File: src/rtl/edge_pkg.sv
// edge_pkg: edge-mode encoding and default parameters shared by the multi-channel edge detector.
package edge_pkg;
   typedef enum logic [1:0] {
      EDGE_OFF  = 2'b00,
      EDGE_RISE = 2'b01,
      EDGE_FALL = 2'b10,
      EDGE_BOTH = 2'b11
   } edge_mode_t;
   localparam int DEF_SYNC_STAGES   = 2;
   localparam int DEF_FILTER_CYCLES = 3;
endpackage

File: src/rtl/edge_channel.sv
// edge_channel: one channel of synchroniser, glitch filter, edge pulses, sticky flag and optional interval counter.
module edge_channel
   import edge_pkg::*;
#(
   parameter int SYNC_STAGES    = DEF_SYNC_STAGES,
   parameter int FILTER_CYCLES  = DEF_FILTER_CYCLES,
   parameter int INTERVAL_WIDTH = 16
) (
   input  logic                      clock,
   input  logic                      reset,
   input  logic                      din,
   input  logic [1:0]                mode,
   input  logic                      clear,
   output logic                      filtered,
   output logic                      pos_edge,
   output logic                      neg_edge,
   output logic                      event_pulse,
   output logic                      sticky,
   output logic [INTERVAL_WIDTH-1:0] interval,
   output logic                      interval_valid
);
   localparam int CW = FILTER_CYCLES > 0 ? $clog2(FILTER_CYCLES + 1) : 1;
   logic [SYNC_STAGES-1:0] sync_q;
   logic [CW-1:0]          cnt;
   logic                   sync, differ, load;
   assign sync        = sync_q[SYNC_STAGES-1];
   assign differ      = sync ^ filtered;
   // load on the edge after sync has differed for FILTER_CYCLES consecutive edges
   assign load        = differ && cnt == CW'(FILTER_CYCLES);
   assign event_pulse = (pos_edge & mode[0]) | (neg_edge & mode[1]);
   always_ff @(posedge clock) begin
      if (reset) begin
         sync_q   <= '0;
         filtered <= 1'b0;
         cnt      <= '0;
         pos_edge <= 1'b0;
         neg_edge <= 1'b0;
         sticky   <= 1'b0;
      end else begin
         sync_q[0] <= din;
         for (int k = 1; k < SYNC_STAGES; k++) sync_q[k] <= sync_q[k-1];
         filtered <= load ? sync : filtered;
         cnt      <= (differ && !load) ? cnt + 1'b1 : '0;
         pos_edge <= load & sync;
         neg_edge <= load & ~sync;
         sticky   <= event_pulse | (sticky & ~clear);
      end
   end
`ifdef MULTI_EDGE_INTERVAL_EN
   localparam logic [INTERVAL_WIDTH-1:0] SAT = '1;
   logic [INTERVAL_WIDTH-1:0] icnt, inc;
   assign inc = icnt == SAT ? SAT : icnt + 1'b1;
   always_ff @(posedge clock) begin
      if (reset) begin
         icnt           <= SAT;
         interval       <= '0;
         interval_valid <= 1'b0;
      end else begin
         interval_valid <= event_pulse;
         interval       <= event_pulse ? inc : interval;
         icnt           <= event_pulse ? '0 : inc;
      end
   end
`else
   assign interval       = '0;
   assign interval_valid = 1'b0;
`endif
endmodule

File: src/rtl/multi_edge_detect.sv
// multi_edge_detect: CHANNELS independent edge detectors with packed buses.
// Interval measurement is built only when MULTI_EDGE_INTERVAL_EN is defined; otherwise interval ports read 0.
module multi_edge_detect
   import edge_pkg::*;
#(
   parameter int CHANNELS       = 4,
   parameter int SYNC_STAGES    = DEF_SYNC_STAGES,
   parameter int FILTER_CYCLES  = DEF_FILTER_CYCLES,
   parameter int INTERVAL_WIDTH = 16
) (
   input  logic                               clock,
   input  logic                               reset,
   input  logic [CHANNELS-1:0]                digital_in,
   input  logic [2*CHANNELS-1:0]              edge_mode,
   input  logic [CHANNELS-1:0]                event_clear,
   output logic [CHANNELS-1:0]                filtered_out,
   output logic [CHANNELS-1:0]                pos_edge,
   output logic [CHANNELS-1:0]                neg_edge,
   output logic [CHANNELS-1:0]                event_pulse,
   output logic [CHANNELS-1:0]                event_sticky,
   output logic [CHANNELS*INTERVAL_WIDTH-1:0] interval,
   output logic [CHANNELS-1:0]                interval_valid
);
   for (genvar i = 0; i < CHANNELS; i++) begin : g_ch
      edge_channel #(
         .SYNC_STAGES   (SYNC_STAGES),
         .FILTER_CYCLES (FILTER_CYCLES),
         .INTERVAL_WIDTH(INTERVAL_WIDTH)
      ) u_ch (
         .clock         (clock),
         .reset         (reset),
         .din           (digital_in[i]),
         .mode          (edge_mode[2*i +: 2]),
         .clear         (event_clear[i]),
         .filtered      (filtered_out[i]),
         .pos_edge      (pos_edge[i]),
         .neg_edge      (neg_edge[i]),
         .event_pulse   (event_pulse[i]),
         .sticky        (event_sticky[i]),
         .interval      (interval[i*INTERVAL_WIDTH +: INTERVAL_WIDTH]),
         .interval_valid(interval_valid[i])
      );
   end
endmodule

File: config.mk
export PLATFORM = sky130hd
export DESIGN_NAME = multi_edge_detect
export DESIGN_NICKNAME = d
export VERILOG_FILES = /design/src/rtl/edge_pkg.sv /design/src/rtl/edge_channel.sv /design/src/rtl/multi_edge_detect.sv
export SDC_FILE = /design/constraint.sdc
export NUM_CORES = 1
export LEC_CHECK = 0
export BUFFER_PORTS_ARGS = -buffer_cell sky130_fd_sc_hd__clkbuf_2
export CORE_ASPECT_RATIO = 1.2
export CORE_MARGIN = 1
export CORE_UTILIZATION = 47
export DETAILED_ROUTE_END_ITERATION = 8
export PLACE_DENSITY = 0.89
export SLEW_MARGIN = 20
export SYNTH_ARGS = -nofsm -noshare
export SYNTH_HDL_FRONTEND = slang
export SYNTH_SLANG_ARGS = --single-unit
File: constraint.sdc
create_clock -name clock -period 2.8 [get_ports clock]
set_clock_uncertainty 0.15 [all_clocks]
set_input_delay 0.56 -clock clock [delete_from_list [all_inputs] [get_ports clock]]
set_output_delay 0.56 -clock clock [all_outputs]
set_load 0.1 [all_outputs]
* After elaboration in Yosys (flattened, before gate mapping) *
Cells that the tools add are included.

word-level totals
  register bits after elaboration = 32
  bits of input ports = 18
  output and inout bits = 88
  logic and storage cells = 92

cells by class
  add/subtract/negate cells = 4
  eq/ne operators = 4
  bitwise logic cells = 44
  reduce and logical (&&, ||, !) cells = 16

operator list
  cell                                                           number
  1-bit AND                                                      20
  1-bit NOT                                                      12
  2-bit by 1-bit adder with 2-bit output, second input constant  4
  2-bit == test, second input constant                           4
  1-bit logical AND                                              8
  1-bit OR                                                       8
  2-bit OR reduction                                             4
  1-bit zero test                                                4
  1-bit bitwise XOR                                              4

* Depth between registers and ports, before layout *
  word-level depth = 6
  mapped depth = 3
  mapped depth without buffers = 3

* By module *
A second synthesis with hierarchy kept.

unflattened totals
  cells, all modules = 156
  area, all modules = 1,641.6 µm²

by module, submodules not included
  module        times used  cells each  area an instance (µm²)  seq. area each (µm²)
  edge_channel  4           39          410.4                   160.2

* Worst setup path before layout *
OpenSTA, ideal clock, no wires.

  kind = in2out
  start = input port edge_mode[0]
  end = output port event_pulse[0]
  arrival time = 0.987 ns
  data required time = 2.090 ns
  path slack = 1.103 ns
  stages = 2
  buffers on the path = 1
  path through = a22o_1 -> buf_4

on the way
  word-level cells in the longest chain between the ends = 2

RTL lines
  element             line                     RTL
  start: declaration  multi_edge_detect.sv:14  input logic [2*CHANNELS-1:0] edge_mode,
  1-bit AND           edge_channel.sv:30       assign event_pulse = (pos_edge & mode[0]) | (neg_edge & mode[1]);
  1-bit OR            edge_channel.sv:30
  end: declaration    multi_edge_detect.sv:19  output logic [CHANNELS-1:0] event_pulse,

No other way between the ends.

* Final worst setup path *
  start = input port edge_mode[2]
  end = output port event_pulse[1]

The elaborated chain is that of the path after synthesis.

==> results <==
- The first-pass GRT wire length is ~3100 um.
- The HPWL after detailed placement is 1680 um.
- The instance count of the mapped netlist is 176.
- The number of I/O port buffers is 37.
- 106 I/O pins were placed.
- The starting density of the core is 49.6%.
- The total CTS buffers is 5.
- The post-detailed-route DRC marker count is 0.
- TritonCTS built the clock tree.
- In the post-route analysis, the smallest setup slack over all paths is 0.837 ns.
- The worst hold path belongs to the class reg -> reg.
- The largest driver fanout on the critical path is 2.
- The total overflow left after global routing is 0.
- STA puts the critical path data required time at roughly 2.1 ns.
- The number of global-route vias before repair was 732.
- After clock tree synthesis, the clock-pin slew on the worst setup and hold paths is roughly 0.060 ns.
- The cell area power density is about 760 nW/um^2.
- STA puts the critical path data arrival time at 1.25 ns.
- The number of rows in the core area is 24.
- The category of the worst setup path capture point is a primary output.
- The number of antenna diodes in the final layout is 0.
- Synthesis inferred 32 register bits.
- The type of the setup path with the least slack is in -> out.
- The smallest hold slack is 0.280 ns.
- The share of final-layout standard cells stronger than drive strength 1 is 29.4%.
- Entering global routing, the biggest net connects 33 pins.
- The initial antenna violation count is 0.
- Averaged over all synthesized cells, the footprint is 10.3 um^2.
- The total number of nets in the final design is 218.
- The delay of the slowest cell on the worst path is 0.46 ns.
- The starting DRC count in detailed routing is 21.
- The die outline height is 70.1 um.
- The portion of synthesized cell area occupied by the leading cell type is 36.3%.
- The critical path's slowest cell is clkbuf_2.
- The vias per cell is approximately 3.8.
- The core region area is 3660 um^2.
- The final standard cell count with taps included and fillers excluded is between 200 and 250.
- The netlist uses 17 different library cells.
- For this block, the routed nets add up to 2140 um of wire.
- The floorplan step defined a die boundary enclosing approximately 4000 um^2.
- The reported leakage power is 0.000841 uW.
- The placement-stage worst setup slack is 0.841 ns.
- The number of hold buffers added after cts is 0.
- VDD sags by at most 0.341 mV.
- The sequential cell area fraction in the yosys report is 35.2%.
- Across all layers, the routed design uses 940 vias.
- The buffer count from post-CTS setup fixing is 0.
- The final max-slew violation count is 0.
- The congestion estimate from routability-driven global placement came to 0.677.
- Max-cap violations in this run came to 0.
- The share of the cycle needed by the critical path after routing is a little over two thirds.
- Summing internal, switching and leakage power gives 1320 uW.
- Post-CTS repair changed the size of 0 cells.
- The area taken by flip-flops and latches is between 600 and 700 um^2.
- The total of fill cells in the finished design is 363.
- The number of cells after detailed placement is 241.
- The detail route stage leaves a number of antenna-violating nets equal to 0.
- The final critical delay including setup and external delays is 1.96 ns.
- Global routing used 10.2% of the available tracks across all layers.
- The layout overhead on the synthesized area is -4.68%.
- The worst-margin pin slew is between 0.6 and 0.7 ns.
- The multi-input combinational cell area is roughly 730 um^2.
- The tree built by TritonCTS fans out to 32 sinks.
- Yosys printed 0 warnings.
- The number of H-tree levels is 2.
- Setup repair after global routing left no endpoint under its margin.
- The root buffer cell chosen for the clock tree is clkbuf_8.
- The category of the worst setup path launch point is a primary input.
- Derived from the worst setup path, the maximum achievable clock frequency is 509 MHz.
- The tightest slew margin relative to the limit is 57.6%.
- The floorplan step set the die width to ~59 um.
- After detailed routing, the average wire length per cell comes to approximately 8.6 um.
- The run finished with clean final reports.
- The total of endpoints with negative setup slack in the final report is 0.
- The critical path goes through clkbuf_2 -> a22o_1 -> clkbuf_2.
- The final-report hold violation count was 0.
- The later pin in the worst-skew pair is clocked with a latency of 0.28 ns.
- The most numerous cell on the critical path is clkbuf_2.
- The summed instance area of the synthesized netlist is 1820 um^2.
- The longest clock path from root to sink contains 2 buffers.
- The total negative setup slack is 0 ns.
- The cell type with the largest total area after synthesis is buf_4.
- In the post-synthesis netlist, the biggest area contributors are buf_4 36%, dfxtp_1 35%, nor2b_1 3.8%.
- The first-pass detailed-route iteration total is 2.
[critical path, delay by kind of cell]
family                 cells  cell delay [ns]
AO/OA/AOI/OAI              1             0.15
buffers and inverters      2             0.54
[stage by stage]
stage,instance area (um^2),util [%]
floorplan,2070,-
global placement,1630,44.4
detailed placement,1630,44.4
CTS,1730,47.3
global route,1730,47.3
finish,1730,47.3
[layout make-up]
| type | count | area share (%) |
|---|---|---|
| clock buffer | 6 | 4.19 |
| multi-input combinational | 120 | 42.4 |
| clock inverter | 2 | 2.02 |
| timing repair buffer | 37 | 10.7 |
| sequential | 32 | 37.0 |
| tap | 52 | 3.75 |
[state kept, by name, indices dropped and copies added (netlist names)]
signal / count
g_ch.u_ch.filtered: 4
g_ch.u_ch.cnt: 8
g_ch.u_ch.neg_edge: 4
g_ch.u_ch.sync_q: 8
g_ch.u_ch.sticky: 4
g_ch.u_ch.pos_edge: 4
[cells by family (layout without fill, tap and decap cells)]
logic type      after synthesis  after routing  share of synthesized area (%)
other cells                   1             68                          0.206
mux                           4              4                           2.20
xor+xnor                      4              4                           1.93
compound gates                8              8                           4.13
buf+inv                      91             45                           38.2
fa+ha+maj                     4              4                           2.75
simple gates                 32             32                           15.3
flops                        32             32                           35.2
[path summary, 6_finish.rpt]
| kind | from | end | slack (ns) | cells after the start |
|---|---|---|---|---|
| setup / recovery | edge_mode[2] | event_pulse[1] | 0.84 | 3 |
| setup reg to reg | g_ch[0].u_ch.cnt[0] | g_ch[0].u_ch.pos_edge | 1.64 | 2 |
| hold reg to reg | g_ch[1].u_ch.cnt[0] | g_ch[1].u_ch.cnt[0] | 0.28 | 1 |
| hold / removal | g_ch[1].u_ch.cnt[0] | g_ch[1].u_ch.cnt[0] | 0.28 | 1 |
[metal layers]
layer	global-route usage, %	wire length, um	share of wire, %
met1	9.95	810	38
met2	17.2	1120	52
met3	5.00	168	7.8
met4	5.56	40	1.9
met5	0	0	0
[Yosys cell counts, drive strengths merged]
cell type / number
nor4: 4
nor4b: 4
nor2: 4
o21ba: 4
a22o: 4
conb: 1
xnor2: 4
and4bb: 4
nor2b: 11
mux2i: 4
dfxtp: 32
and2b: 1
ha: 4
nor4bb: 4
buf: 91
[placed cells by master, fill, tap and decap left out, types with 5 or more instances in the layout]
| cell | synthesis | routed |
|---|---|---|
| clkbuf_8 | 0 | 5 |
| conb_1 | 1 | 68 |
| dfxtp_1 | 32 | 32 |
| clkbuf_2 | 0 | 37 |
| nor2b_1 | 11 | 11 |
[power by group]
group          total (uW)  switching, uW  internal (uW)
clock network         426            163            264
logic                 425            408           16.6
registers             466           3.91            462
Note: power is estimated with default switching activity, not from simulation.
